File: src/rtl/reg16_en.sv
// Load-enabled data register for LC-3 datapath state (PC, IR, MAR, MDR).
// Asynchronous active-low reset forces RESET_VALUE; otherwise loads D on enabled rising edges.
module reg16_en #(
    parameter int unsigned    WIDTH       = 16,
    parameter logic [WIDTH-1:0] RESET_VALUE = '0
) (
    input  logic             clk,
    input  logic             reset,
    input  logic [WIDTH-1:0] D,
    input  logic             en,
    output logic [WIDTH-1:0] Q
);

    // Q comes straight from the flops; D and en only reach it through the edge.
    always_ff @(posedge clk or negedge reset) begin
        if (!reset)
            Q <= RESET_VALUE;
        else if (en)
            Q <= D;
    end

endmodule

File: config.mk
export PLATFORM = sky130hd
export DESIGN_NAME = reg16_en
export DESIGN_NICKNAME = d
export VERILOG_FILES = /design/src/rtl/reg16_en.sv
export SDC_FILE = /design/constraint.sdc
export NUM_CORES = 1
export LEC_CHECK = 0
export ABC_AREA = 1
export CAP_MARGIN = 20
export CORE_MARGIN = 5
export CORE_UTILIZATION = 37
export DETAILED_ROUTE_END_ITERATION = 10
export HOLD_SLACK_MARGIN = 0.08
export PLACE_DENSITY = 0.77
export SYNTH_ARGS = -nofsm -noshare
export SYNTH_HDL_FRONTEND = slang
export SYNTH_SLANG_ARGS = --single-unit
File: constraint.sdc
create_clock -name clk -period 0.8 [get_ports clk]
set_input_delay 0.12 -clock clk [delete_from_list [all_inputs] [get_ports clk]]
set_output_delay 0.12 -clock clk [all_outputs]
set_load 0.03 [all_outputs]
After elaboration in Yosys (flattened, before gate mapping)
Cells that the tools add are included.

storage, ports and cells
  register bits = 16
  logic and storage cells = 1
  input bits = 19
  output and inout bits = 16

Depth between registers and ports, before layout
  word-level depth = 0
  mapped depth = 5
  mapped depth without buffers = 3

Worst setup path before layout
OpenSTA, ideal clock, no wires.

  kind = flip-flop to flip-flop
  from = reg Q[11] (netlist name)
  to = reg Q[11]
  stages on the path, launching flop included = 3
  data arrival time = 0.616 ns
  buffers on the path = 0
  slack = 0.066 ns
  clock period less this slack = 0.734 ns
  setup time = 0.117 ns
  path through = dfrtp_1 > nand2_2 > nand2_1

RTL lines
  what                  line  RTL
  end signal, assigned  17    Q <= RESET_VALUE;
  end signal, assigned  19    Q <= D;
  end, declared         11    output logic [WIDTH-1:0] Q

Final worst setup path
  from = reg Q[7]
  to = out Q[7]

No word-level cell between the ends.

==> impl_metrics.json <==
{
  "grt_pass1_vias": 603,
  "vias_per_cell": 4.45,
  "slowest_stage": "dfrtp_1",
  "synth-seq-cells": 16,
  "reg_top3": "Q (16)",
  "gr-usage-met3_pct": 5.44,
  "relSlewSlack_pct": 84.7,
  "core_um2": 1690,
  "vdd_drop_max_mv": 0.998,
  "ys_seq_area_share_pct": 62.1,
  "dr.pass1.iters": 4,
  "start_util_pct": 38.1,
  "fin_worst_skew_ps": 0,
  "drv_slew": 0,
  "gp_congestion": 0.772,
  "grt_pass1_wl_mm": 2.67,
  "yosysWarnings": 0,
  "final_nets": 145,
  "die-area_um2": 2680,
  "path_class": "flip-flop to primary output",
  "cp.depth": 1,
  "crit_buf_inv": 1,
  "track_usage_pct": 13.6,
  "violations": "negative setup slack",
  "area_growth_pct": 83.5,
  "die_w_um": 51.7,
  "std_cell_rows": 15,
  "use_met1_pct": 14.1,
  "wl_mm": 1.84,
  "powerDensity_nw_per_um2": 1710,
  "busiest_layer": "met2",
  "crit_arrival_ps": 840,
  "tns_ps": -2640,
  "reg2regPathDepth": 4,
  "outcome": "finished, violations left",
  "hold_violations": 0,
  "cts_hold_buf": 0,
  "netlist_area_um2": 644,
  "met2_usage_pct": 24.2,
  "path_clk_slew_ps": 90,
  "die_h_um": 51.7,
  "clock-sinks": 16,
  "rsz0062_at_grt": "yes",
  "clk-insertion-delay-late_ps": 280,
  "worstMarginPinSlew_ps": 230,
  "hpwlAfterDp_mm": 1.19,
  "finalCritPeriodShare_pct": 120,
  "maxCapViolations": 0,
  "period_needed_ps": 964,
  "regMostFlops": "Q",
  "cts_buffers": 3,
  "start_kind": "flip-flop",
  "required_ps": 680,
  "cts_htree_levels": 1,
  "cts_root_buffer": "clkbuf_4",
  "avgSynthCellArea_um2": 9.48,
  "antenna_left": 0,
  "grt_antenna_before_repair": 0,
  "synthesis.nets": 87,
  "cts.path.max_buffers": 2,
  "synth_cell_type_count": 6,
  "ios": 35,
  "timing.critical_path.slowest_cell_delay_ps": 410,
  "avgRoutedWirePerCell_um": 13.0,
  "drt_iter0_drc": 10,
  "worstPathCellList": "buf_6",
  "max_freq_mhz": 1040,
  "gr-total-overflow": 0,
  "setup_viol": 21,
  "synthCells": 68,
  "antenna_cells": 0,
  "layout-drive-gt1-share_pct": 37.9,
  "whs_ps": 176,
  "critical_path_peak_fanout": 2,
  "io_buffers": 34,
  "leakage_nw": 0.636,
  "hp-class": "primary input to async pin",
  "critPathCaptureType": "primary output",
  "crit_family": "flip-flops",
  "drc": 0,
  "largest_reg_flops": 16,
  "vias": 627,
  "grt_max_degree": 17,
  "fin_util_pct": 70.0,
  "setup_ws_ps": -164,
  "cts_tree": "built"
}
==> where the power goes <==
group	total, mW	internal (mW)	switching [mW]
registers	0.935	0.880	0.0552
logic	0.667	0.359	0.308
clock network	0.419	0.175	0.245
total	2.02	1.41	0.608
==> worst paths after layout <==
| path | startpoint | slack [ps] | end |
|---|---|---|---|
| max in group asynchronous | reset | 500 | Q[1]$_DFFE_PN0P_ |
| worst min register to register | Q[13]$_DFFE_PN0P_ | 500 | Q[13]$_DFFE_PN0P_ |
| worst max-delay path | Q[7]$_DFFE_PN0P_ | -160 | Q[7] |
| worst min-delay path | reset | 180 | Q[6]$_DFFE_PN0P_ |
| min in group clk | en | 300 | Q[15]$_DFFE_PN0P_ |
| worst max register to register | Q[9]$_DFFE_PN0P_ | -70 | Q[9]$_DFFE_PN0P_ |
==> timing repair <==
item | CTS | global route
setup endpoints to repair | 29 | 16
resized for setup | 17 | 0
setup buffers | 9 | 10
==> per-layer routing <==
layer / share of wire (%) / vias up / wire length, um
met1: 39 / 288 / 710
met2: 52 / 23 / 960
met3: 7.6 / 2 / 139
met5: 0 / - / 0
met4: 1.5 / 0 / 27
li1: - / 314 / -
==> cell usage in the layout, fill, tap and decap left out <==
cell type / synthesis / layout
inv_6: 1 / 1
nand2_2: 5 / 5
buf_4: 0 / 21
buf_12: 1 / 1
dlygate4sd2_1: 0 / 1
clkdlybuf4s50_1: 0 / 17
buf_6: 2 / 16
nand2_1: 43 / 43
dfrtp_1: 16 / 16
clkbuf_4: 0 / 3
==> cells in the mapped netlist (all sizes together) <==
library cell / n / area [um^2]
buf: 3 / 42.5
nand2: 48 / 193
inv: 1 / 8.76
dfrtp: 16 / 400
==> final cells by class <==
cell class,count,area [um^2]
clock buffers,3,22.5
well taps,17,21.3
flip-flops and latches,16,400
fillers,118,507
inverters,1,8.76
repair buffers,56,537
multi-input cells,48,193
==> kinds of logic after synthesis <==
logic type / count (synthesis) / synth area share (%)
and+or+nand+nor: 48 / 29.9
DFF: 16 / 62.1
buffers and inverters: 4 / 7.96
==> per-stage QoR <==
step                power (mW)  area [um^2]  setup WS [ps]  instances
finish                    2.02         1180           -164        141
global route              2.13         1180           -203        141
CTS                       1.96         1110           -175        131
detailed placement        1.44          958           -313        119
global placement          1.43          958           -293        119
floorplan                 1.19          644           66.3         68
(Power assumes the default switching activity.)
